==> src/rtl/sample_tick_gen.sv <==
// Programmable sampling-strobe generator: one-clock strobe every div_cur+1 clocks,
// continuous or fixed-length burst, with glitch-free divisor updates at period boundaries.
module sample_tick_gen #(
  parameter int unsigned CNT_W   = 17,
  parameter int unsigned DEF_DIV = 5000,
  parameter int unsigned BURST_W = 10
) (
  input  logic               clk,
  input  logic               rst,
  input  logic               en,
  input  logic               mode,
  input  logic               start,
  input  logic [BURST_W-1:0] burst_len,
  input  logic [CNT_W-1:0]   div_in,
  input  logic               div_load,
  output logic               sclk,
  output logic               busy,
  output logic               done,
  output logic [CNT_W-1:0]   div_cur
);

  typedef enum logic [1:0] {
    ST_IDLE  = 2'd0,
    ST_RUN   = 2'd1,
    ST_BURST = 2'd2
  } state_e;

  state_e             state_q, state_d;
  logic [CNT_W-1:0]   count_q, count_d;
  logic [CNT_W-1:0]   div_q, div_d;
  logic [CNT_W-1:0]   pend_div_q, pend_div_d;
  logic               pend_vld_q, pend_vld_d;
  logic [BURST_W-1:0] bcnt_q, bcnt_d;
  logic               sclk_q, sclk_d;
  logic               busy_q, busy_d;
  logic               done_q, done_d;

  logic wrap;
  assign wrap = (count_q == div_q);

  always_ff @(posedge clk or posedge rst) begin
    if (rst) begin
      state_q    <= ST_IDLE;
      count_q    <= '0;
      div_q      <= CNT_W'(DEF_DIV);
      pend_div_q <= '0;
      pend_vld_q <= 1'b0;
      bcnt_q     <= '0;
      sclk_q     <= 1'b0;
      busy_q     <= 1'b0;
      done_q     <= 1'b0;
    end else begin
      state_q    <= state_d;
      count_q    <= count_d;
      div_q      <= div_d;
      pend_div_q <= pend_div_d;
      pend_vld_q <= pend_vld_d;
      bcnt_q     <= bcnt_d;
      sclk_q     <= sclk_d;
      busy_q     <= busy_d;
      done_q     <= done_d;
    end
  end

  // Next-state, counter, divisor hand-over and burst bookkeeping.
  always_comb begin
    state_d    = state_q;
    count_d    = count_q;
    div_d      = div_q;
    pend_div_d = pend_div_q;
    pend_vld_d = pend_vld_q;
    bcnt_d     = bcnt_q;
    sclk_d     = 1'b0;
    busy_d     = busy_q;
    done_d     = 1'b0;

    if (div_load) begin
      pend_div_d = div_in;
      pend_vld_d = 1'b1;
    end

    unique case (state_q)
      ST_IDLE: begin
        count_d = '0;
        busy_d  = 1'b0;
        if (div_load) begin
          div_d      = div_in;
          pend_vld_d = 1'b0;
        end
        if (en) begin
          if (!mode) begin
            state_d = ST_RUN;
            busy_d  = 1'b1;
          end else if (start) begin
            if (burst_len == '0) begin
              done_d = 1'b1;
            end else begin
              state_d = ST_BURST;
              busy_d  = 1'b1;
              bcnt_d  = burst_len;
            end
          end
        end
      end

      ST_RUN, ST_BURST: begin
        if (!en || wrap) begin
          // Period boundary or exit: adopt the newest divisor request.
          count_d = '0;
          if (div_load) begin
            div_d      = div_in;
            pend_vld_d = 1'b0;
          end else if (pend_vld_q) begin
            div_d      = pend_div_q;
            pend_vld_d = 1'b0;
          end
        end else begin
          count_d = count_q + CNT_W'(1);
        end

        if (!en) begin
          state_d = ST_IDLE;
          busy_d  = 1'b0;
        end else if (wrap) begin
          sclk_d = 1'b1;
          if (state_q == ST_BURST) begin
            bcnt_d = bcnt_q - BURST_W'(1);
            if (bcnt_q == BURST_W'(1)) begin
              state_d = ST_IDLE;
              busy_d  = 1'b0;
              done_d  = 1'b1;
            end
          end
        end
      end

      default: begin
        state_d = ST_IDLE;
        count_d = '0;
        busy_d  = 1'b0;
      end
    endcase
  end

  assign sclk    = sclk_q;
  assign busy    = busy_q;
  assign done    = done_q;
  assign div_cur = div_q;

endmodule

==> config.mk <==
export PLATFORM = sky130hd
export DESIGN_NAME = sample_tick_gen
export DESIGN_NICKNAME = d
export VERILOG_FILES = /design/src/rtl/sample_tick_gen.sv
export SDC_FILE = /design/constraint.sdc
export NUM_CORES = 1
export LEC_CHECK = 0
export BUFFER_PORTS_ARGS = -buffer_cell sky130_fd_sc_hd__buf_2
export CORE_MARGIN = 2
export CORE_UTILIZATION = 50
export DETAILED_ROUTE_END_ITERATION = 7
export PLACE_DENSITY_LB_ADDON = 0.2
export SLEW_MARGIN = 30
export SYNTH_ARGS = -nofsm -noshare
export SYNTH_HDL_FRONTEND = slang
export SYNTH_SLANG_ARGS = --single-unit
export TNS_END_PERCENT = 10
==> constraint.sdc <==
create_clock -name clk -period 6.85 [get_ports clk]
set_clock_uncertainty 0.15 [all_clocks]
set_input_delay 0.685 -clock clk [delete_from_list [all_inputs] [get_ports clk]]
set_output_delay 0.685 -clock clk [all_outputs]
set_load 0.02 [all_outputs]
==> run metrics, run 1 <==
first-pass GRT wire length=12900 µm; layout net count=438; crit path capture=div_cur[2]$_DFFE_PP0P_; Peak VDD IR=0.000225 V; post-cts repair resize count=0; Gate Count Post-Synth=346; top cell type by total area after synthesis=dfrtp_1; crit end category=flip-flop; cells along the critical path=xor2_1, nor3_1, nand4_4, o21ai_4, o221ai_2, buf_4, mux2i_1; dpl hpwl=5300 µm; Starting Density=52.3%; die width=89.0 µm; Chip Height=89.0 µm; RSZ-0062 raised after global routing=false; post-CTS setup buffer count=0; Leak=1.88 nW; met2 WL=3920 µm; ys flop type=dfrtp_1; final hold violations=0; critical path's slowest cell=dfstp_2; # fillers=630; GRT overflow=0; post-synth cell types=44; I/O Pins=53; Min Clock Period, post-route=2.81 ns; layout cells sized above 1=24.6%; period utilization=41.1%; Post-CTS Hold Buffers=0; final std cells w/o fill=498; fmax=355 MHz; Core Region=6910 µm²; root buf cell=clkbuf_8; Syn. warnings=0; Placed Area=3950 µm²; CP Max Fanout=18; R2R Path End=div_cur[2]$_DFFE_PP0P_; hold_sp=busy$_DFFE_PP0P_; critical path class=reg2reg; R2R cell count=7; flop2flop setup slack=4.04 ns; Skew-Pair Late Insertion Delay=0.33 ns; MaxCap Viol Count=0; synth top area cells=dfrtp_1, mux2i_1, xor2_1, mux2_2, dfstp_2; sequential element share of the synthesized area=46.6%; DRC viols=0; clk buf depth=2; Crit. Startpoint=div_cur[12]$_DFFE_PP1P_; Hold Path Class=reg2reg; CTS Buf Count=9; Post-synth EDFFs=0; largest net degree at the start of global routing=68; Least-Margin Pin Slew=0.853 ns; FF+latch count, synth=67; Synth top area share=43.0%; row count=30; port bufs=52; DRT iter0 DRCs=135; required time worst endpoint=6.91 ns; via/cell ratio=5.34; Detail Route Antenna Nets=0; syn_area_per_cell=10.4 µm²; reg-to-reg startpoint=div_cur[12]$_DFFE_PP1P_; overall routing resource usage=21.3%; Critical Path AT=2.87 ns; CTS tree=done; Placed Cells incl. Taps=483; CTS H-tree depth=3; diodes inserted=0; # setup viols final=0; worst stage delay on the critical path=0.56 ns; routed wl met3=301 µm; Mapped Nets=386; Worst setup SP type=flip-flop; die area=7910 µm²; RD Place Congestion=0.833; vias in the first global route=2690; TritonCTS sink count=67; Max-slew headroom=43.2%; P per Cell Area=400 nW/µm²; Metal-1 WL=3310 µm; FFs w/ async S/R, synth=100%; initial antenna violation count=0; worst hold slack=0.324 ns; P&R area growth vs syn=14.2%; post-route cell area=4120 µm²; DR top layer=met4; Pre-Repair DR Iteration Count=6; Cell Area, Synth=3610 µm²; vias post-DR=2661; fin. max-slew vios=0; Power Total=1.65 mW; status=finished clean; clk slew on worst S/H paths=0.07 ns; Routed wire per std cell=15.3 µm; drt total wl=7610 µm; post-route setup TNS=0 ns
how the worst min path moves through the flow:
| stage | end | cells past startpoint |
|---|---|---|
| 2_1_floorplan | count_q[0]$_DFF_PP0_ | 1 |
| 3_3_place_gp | busy$_DFFE_PP0P_ | 2 |
| 3_5_place_dp | busy$_DFFE_PP0P_ | 2 |
| 4_1_cts | busy$_DFFE_PP0P_ | 2 |
| 5_1_grt | div_cur[8]$_DFFE_PP1P_ | 2 |
| 6_report | busy$_DFFE_PP0P_ | 2 |
critical path: cells and delay by family, from the launching register on:
kind / cells / cell delay (ns)
AOI/OAI and AO/OA: 2 / 0.76
and+or+nand+nor: 2 / 0.68
DFF: 1 / 0.56
buffers and inverters: 1 / 0.29
muxes: 1 / 0.15
xor gates and xnor gates: 1 / 0.07
flip-flops by register name, indices dropped and copies added (netlist names):
register / cells
busy: 1
state_q: 2
pend_vld_q: 1
div_cur: 17
sclk: 1
count_q: 17
bcnt_q: 10
done: 1
pend_div_q: 17
where the power goes:
part | leakage (nW) | internal (mW) | switching (mW) | total (mW)
sequential | 0.813 | 0.511 | 0.0963 | 0.608
combinational | 0.982 | 0.320 | 0.434 | 0.754
clock | 0.0839 | 0.137 | 0.150 | 0.287
routing by layer:
layer  vias to the layer above  GRT usage (%)
li1                       1303              -
met1                      1289           27.3
met2                        62           36.6
met3                         7           3.32
met4                         0           8.01
met5                         -              0
placed cells by master (no fill, tap or decap), drive strengths merged:
master    synthesis  routed
or2               1       1
o32ai             1       1
nor3b             7       7
xor2             22      22
o221ai            1       1
a21oi            13      13
or3               5       5
o211ai            2       2
nand4b            3       3
nand4             6       6
nand2b            2       2
o21ai             5       5
nor3              7       7
nand3            11      11
dfstp             5       5
a31oi             4       4
o211a             1       1
dfrtp            62      62
nand2            16      16
ha                7       7
inv              28      28
and3              3       3
xnor2            10      10
nor2b             1       1
o22a              2       2
and2              3       3
o311ai            3       3
clkbuf            9      10
mux2             17      17
nor4              8       8
mux2i            35      35
clkinv            0       3
buf               5      55
nand3b            4       4
o31a              1       1
a22o              1       1
o31ai             2       2
a31o              1       1
clkinvlp          0       2
nor2             32      32
cell usage after synthesis (2+ instances only):
master	n
buf_2	2
and2_1	3
or3_1	5
nor3_1	7
nor3b_1	7
o311ai_1	2
and3_1	3
nor4_1	7
o31ai_1	2
clkbuf_1	9
o211ai_1	2
nand4b_1	3
nand2b_1	2
nand3_1	11
ha_1	7
xnor2_1	10
nand4_1	5
inv_1	28
xor2_1	22
mux2i_1	35
nand3b_1	4
dfrtp_1	62
buf_6	2
o22a_1	2
a31oi_1	4
nor2_1	32
dfstp_2	5
o21ai_0	4
mux2_2	17
a21oi_1	13
nand2_1	16
logic make-up (layout without fill, tap and decap cells):
kind of cell | Yosys count | after routing | synth area share, %
compound gates | 37 | 37 | 7.21
xor+xnor | 32 | 32 | 7.76
fa+ha+maj | 7 | 7 | 2.43
buf+inv | 42 | 98 | 4.85
flops | 67 | 67 | 46.6
mux | 52 | 52 | 15.0
simple gates | 109 | 109 | 16.1
final cells by class:
cell class              instances  area [µm²]  share of cell area, %
multi-input cells             237        1760                   42.8
flip-flops and latches         67        1680                   40.8
repair buffers                 55         283                   6.86
clock buffers                  10         138                   3.34
well taps                      96         120                   2.91
inverters                      28         105                   2.55
clock inverters                 5        30.0                  0.728
per-stage QoR:
step | setup WS [ns] | util, %
3_3_place_gp | 3.90 | 57.1
3_5_place_dp | 3.76 | 57.1
6_report | 4.04 | 59.7
2_1_floorplan | 4.34 | -
5_1_grt | 3.85 | 59.7
4_1_cts | 3.74 | 59.5
No activity file was read; power rests on OpenSTA's default activity.
==> run 2: changes to the inputs <==
==> constraint.sdc (replaced) <==
create_clock -name clk -period 2.7 [get_ports clk]
set_clock_uncertainty 0.15 [all_clocks]
set_input_delay 0.27 -clock clk [delete_from_list [all_inputs] [get_ports clk]]
set_output_delay 0.27 -clock clk [all_outputs]
set_load 0.02 [all_outputs]
==> run 2 against run 1 <==
Flip-flop and latch count unchanged. Non-clock buffer count up 4. Setup slack worse by 3.8 ns. Global-route usage up 0.15 points. Combinational power rose to 2.5 times the previous value. Clock power rose to 3.6 times the previous value. Via count up 0.34%. Sequential share of layout area down 1.1 points. Wire length up 0.28%. Total power rose to 2.7 times the previous value. Worst hold slack worse by 0.29 ns. Critical path type unchanged. Largest cell class unchanged.
==> run metrics, run 2 (synthesis results as in run 1) <==
Routed wire per std cell=15.2 µm (-0.72%); Leak=1.93 nW (+2.9%); vias in the first global route=2630 (-2.2%); final hold violations=0 (unchanged); P&R area growth vs syn=17.3%; Int Power=2.73 mW (+180%); clk slew on worst S/H paths=0.08 ns (about the same); Detail Route Antenna Nets=0 (unchanged); clk buf depth=2 (unchanged); Starting Density=52.3% (unchanged); switch share=39.0% (-2.3 points); CTS tree=done; Min Clock Period, post-route=2.48 ns (-0.335 ns); required time worst endpoint=2.75 ns (-4.16 ns); Chip Height=89.0 µm (unchanged); post-route cell area=4240 µm² (+2.7%); fin. max-slew vios=0 (unchanged); via/cell ratio=5.31 (-0.66%); CTS H-tree depth=3 (unchanged); P per Cell Area=1060 nW/µm² (+160%); Least-Margin Pin Slew=0.595 ns (-0.258 ns); Pre-Repair DR Iteration Count=4 (-2); TritonCTS sink count=67 (unchanged); post-CTS setup buffer count=0 (unchanged); die area=7910 µm² (unchanged); Skew-Pair Late Insertion Delay=0.35 ns (+0.02 ns); MaxCap Viol Count=0 (unchanged); Core Region=6910 µm² (unchanged); DRC viols=0 (unchanged); diodes inserted=0 (unchanged); RD Place Congestion=0.922 (+11%); largest net degree at the start of global routing=47 (-31%); first-pass GRT wire length=12700 µm (-1.2%); GRT overflow=0 (unchanged); post-route setup TNS=0 ns (unchanged); commonest non-fill, non-tap cells in the layout=dfrtp_1, buf_2, mux2i_1; Critical Path AT=2.53 ns (-0.34 ns); Placed Area=3980 µm² (+0.89%); drt total wl=7630 µm (+0.28%); initial antenna violation count=0 (unchanged); RSZ-0062 raised after global routing=false; Power Total=4.48 mW (+170%); CP Max Fanout=9 (-9); Peak VDD IR=0.000666 V (+200%); status=finished clean; layout net count=442 (+0.91%); DRT iter0 DRCs=90 (-33%); combinational share of power=42.6% (-3.1 points); R2R cell count=6 (-1); # setup viols final=0 (unchanged); period utilization=91.8% (+51 points); port bufs=52 (unchanged); Max-slew headroom=60.3% (+17 points); NetSw=1.75 mW (+160%); most common cell after layout, fill and taps aside=dfrtp_1; part of the power in the clock network=23.1% (+5.7 points); vias post-DR=2670 (+0.34%); layout cells sized above 1=25.1% (+0.43 points); dpl hpwl=5360 µm (+1.1%); crit end category=flip-flop; CTS Buf Count=9 (unchanged); overall routing resource usage=21.5% (+0.15 points); Worst setup SP type=flip-flop; root buf cell=clkbuf_8; I/O Pins=53 (unchanged); Hold Path Class=in2reg; Seq pwr share=34.4% (-2.5 points); critical path class=reg2reg; fmax=404 MHz (+14%); row count=30 (unchanged); hold path cells=2 (unchanged); die width=89.0 µm (unchanged)
## run 2: cell types whose count changed in the layout (fill, tap and decap cells not counted), moves of 2 or more
cell,change
bufinv_16,+3
buf_4,+2
clkinv_2,-3
clkbuf_1,+2
## run 2: worst max-delay path, cell delays in order (launching register included)
cell	delay, ns
dfrtp_1	0.46
xor2_1	0.17
nor3_1	0.40
nand4_4	0.23
or2_0	0.40
o311ai_1	0.36
o311ai_1	0.16
## run 2: metrics by stage
stage | utilization (%) | setup WS [ns] | hold WS, ns | cells
floorplan | - | 0.434 | 0.258 | 346
global placement | 57.6 | 0.327 | 0.213 | 486
CTS | 61.3 | 0.179 | 0.0218 | 503
global route | 61.3 | 0.0179 | 0.0292 | 503
detailed placement | 57.6 | 0.253 | 0.214 | 486
finish | 61.3 | 0.222 | 0.0350 | 503
## run 2: final timing paths
path	startpoint	to	slack, ns
hold / removal	div_in[0]	pend_div_q[0]$_DFFE_PP0P_	0.03
max in group asynchronous	rst	div_cur[7]$_DFFE_PP1P_	1.34
hold reg to reg	busy$_DFFE_PP0P_	busy$_DFFE_PP0P_	0.33
setup reg to reg	count_q[12]$_DFF_PP0_	bcnt_q[7]$_DFFE_PP0P_	0.22
min in group asynchronous	rst	div_cur[0]$_DFFE_PP0P_	0.37
setup / recovery	count_q[12]$_DFF_PP0_	bcnt_q[7]$_DFFE_PP0P_	0.22
## run 2: layout make-up
class                   count  area [µm²]
fillers                   609        2670
flip-flops and latches     67        1680
clock inverters             4        97.6
well taps                  96         120
repair buffers             59         328
clock buffers              12         145
inverters                  28         105
multi-input cells         237        1760
## run 2: what timing repair did
item	in CTS	in global routing
endpoints found under the hold margin	23	0
resized for setup	0	1
setup endpoints to repair	0	1
hold buffers	1	0
## run 2: power groups by stage
stage | logic (mW) | registers, mW | clock network [mW]
after floorplan | 1.32 | 1.67 | 0
after global placement | 1.89 | 1.55 | 0
after detailed placement | 1.92 | 1.56 | 0
after CTS | 1.93 | 1.54 | 1.05
after global routing | 2.12 | 1.58 | 1.10
final | 1.91 | 1.54 | 1.03
## run 2: layer usage
layer / global-route usage [%] / routed length, µm
met3: 4.34 / 309
met5: 0 / 0
met2: 34.9 / 3710
met1: 28.5 / 3450
met4: 8.55 / 157
==> run 3: changes to the inputs <==
--- a/config.mk
+++ b/config.mk
@@ -6,7 +6,7 @@
 export NUM_CORES = 1
 export LEC_CHECK = 0
 export BUFFER_PORTS_ARGS = -buffer_cell sky130_fd_sc_hd__buf_2
-export CORE_MARGIN = 2
+export CORE_MARGIN = 3
 export CORE_UTILIZATION = 50
 export DETAILED_ROUTE_END_ITERATION = 7
 export PLACE_DENSITY_LB_ADDON = 0.2
==> run 3 against run 2 <==
Global-route usage down 2.0 points. Wire length down 0.89%. Cell count unchanged. Cell area up 0.77%. Combinational power up 3%. Register-to-register slack better by 0.02 ns. Die area up 4.5%. Non-clock buffer count unchanged. Flip-flop and latch count unchanged. Critical path depth unchanged. Critical endpoint is now bcnt_q[6]$_DFFE_PP0P_. Highest routed layer unchanged.
==> run metrics, run 3 (synthesis results as in run 1) <==
status=finished clean; DRT iter0 DRCs=98 (+8.9%); layout net count=442 (unchanged); overall routing resource usage=19.5% (-2.0 points); Skew-Pair Late Insertion Delay=0.34 ns (about the same); Routed wire per std cell=15.0 µm (-0.89%); largest net degree at the start of global routing=57 (+21%); vias post-DR=2669 (-0.037%); drt total wl=7570 µm (-0.89%); CP delay by family, top=simple AND/OR/NAND/NOR gates; Core Region=6910 µm² (unchanged); vias in the first global route=2732 (+3.9%); worst stage delay on the critical path=0.46 ns (about the same); CP Max Fanout=9 (unchanged); Finished Core Util=61.8% (+0.47 points); final hold violations=0 (unchanged); CTS H-tree depth=3 (unchanged); port bufs=52 (unchanged); fmax=407 MHz (+0.95%); sum of buffers and inverters on the critical path=0 (unchanged); CTS tree=done; post-route setup TNS=0 ns (unchanged); # setup viols final=0 (unchanged); Chip Height=91.0 µm (+2.2%); critical path's slowest cell=dfrtp_1; diodes inserted=0 (unchanged); required time worst endpoint=2.77 ns (+0.02 ns); cells along the critical path=xor2_1, nor3_1, nand4_4, nor3_1, a21oi_1, or3_1; RD Place Congestion=0.877 (-4.9%); Pre-Repair DR Iteration Count=4 (unchanged); I/O Pins=53 (unchanged); DRC viols=0 (unchanged); critical path class=reg2reg; clk slew on worst S/H paths=0.08 ns (about the same); GRT overflow=0 (unchanged); TritonCTS sink count=67 (unchanged); first-pass GRT wire length=13100 µm (+2.9%); Starting Density=52.3% (unchanged); post-cts repair resize count=0 (unchanged); CTS Buf Count=9 (unchanged); period utilization=90.9% (-0.86 points); Min Clock Period, post-route=2.45 ns (-0.0233 ns); P&R area growth vs syn=18.2%; post-CTS setup buffer count=0 (unchanged); initial antenna violation count=0 (unchanged); MaxCap Viol Count=0 (unchanged); Worst setup SP type=flip-flop; Hold Path Class=in2reg; most common cell after layout, fill and taps aside=dfrtp_1; crit end category=flip-flop; Least-Margin Pin Slew=0.549 ns (-0.0459 ns); die width=91.0 µm (+2.2%); Detail Route Antenna Nets=0 (unchanged); Critical Path AT=2.53 ns (about the same); P per Cell Area=1080 nW/µm² (+2.3%); Leak=1.95 nW (+0.91%); most frequent cell on the critical path=nor3_1; Max-slew headroom=63.4% (+3.1 points); layout cells sized above 1=25.1% (unchanged); fin. max-slew vios=0 (unchanged); clk buf depth=2 (unchanged); row count=30 (unchanged); die area=8270 µm² (+4.5%); Peak VDD IR=0.000637 V (-4.4%); via/cell ratio=5.31 (about the same); RSZ-0062 raised after global routing=false; root buf cell=clkbuf_8; dpl hpwl=5300 µm (-1.0%); commonest non-fill, non-tap cells in the layout=dfrtp_1, buf_2, mux2i_1
-- run 3: stage by stage --
step,worst slack (ns),area [µm²],instances,hold slack [ns],power (mW)
4_1_cts,0.244,4270,503,0.0275,4.65
3_5_place_dp,0.257,3990,486,0.0891,3.53
2_1_floorplan,0.434,3610,346,0.258,2.99
3_3_place_gp,0.284,3990,486,0.0813,3.49
6_report,0.245,4270,503,0.0355,4.62
5_1_grt,0.0223,4270,503,0.0340,4.92
-- run 3: layout make-up --
cell class / instances / area [µm²]
Clock buffer: 10 / 128
Tap cell: 96 / 120
Inverter: 28 / 105
Multi-Input combinational cell: 237 / 1750
Fill cell: 601 / 2640
Clock inverter: 6 / 138
Timing Repair Buffer: 59 / 340
Sequential cell: 67 / 1680
-- run 3: repair_timing --
action	in CTS	in global routing
endpoints found under the hold margin	11	0
hold buffers	1	0
setup endpoints to repair	0	0
-- run 3: final timing paths --
kind / from / to / slack (ns) / cells after the start
max in group asynchronous: rst / div_cur[3]$_DFFE_PP1P_ / 1.50 / 4
min in group asynchronous: rst / bcnt_q[8]$_DFFE_PP0P_ / 0.27 / 3
min reg2reg: busy$_DFFE_PP0P_ / busy$_DFFE_PP0P_ / 0.32 / 2
min: div_in[7] / pend_div_q[7]$_DFFE_PP0P_ / 0.04 / 2
max reg2reg: count_q[12]$_DFF_PP0_ / bcnt_q[6]$_DFFE_PP0P_ / 0.25 / 6
max: count_q[12]$_DFF_PP0_ / bcnt_q[6]$_DFFE_PP0P_ / 0.25 / 6
-- run 3: routing by layer --
layer	up-vias	GRT usage, %	wire (µm)
met1	1296	26.3	3560
li1	1314	-	-
met3	7	4.64	303
met5	-	0	0
met4	0	5.28	80
met2	52	31.5	3620
-- run 3: where the power goes --
| part | switching, mW | leakage (nW) | total (mW) | internal [mW] |
|---|---|---|---|---|
| Combinational | 1.13 | 1.01 | 1.97 | 0.837 |
| Clock | 0.409 | 0.131 | 1.12 | 0.711 |
| Sequential | 0.237 | 0.813 | 1.53 | 1.30 |
| Total | 1.77 | 1.95 | 4.62 | 2.84 |
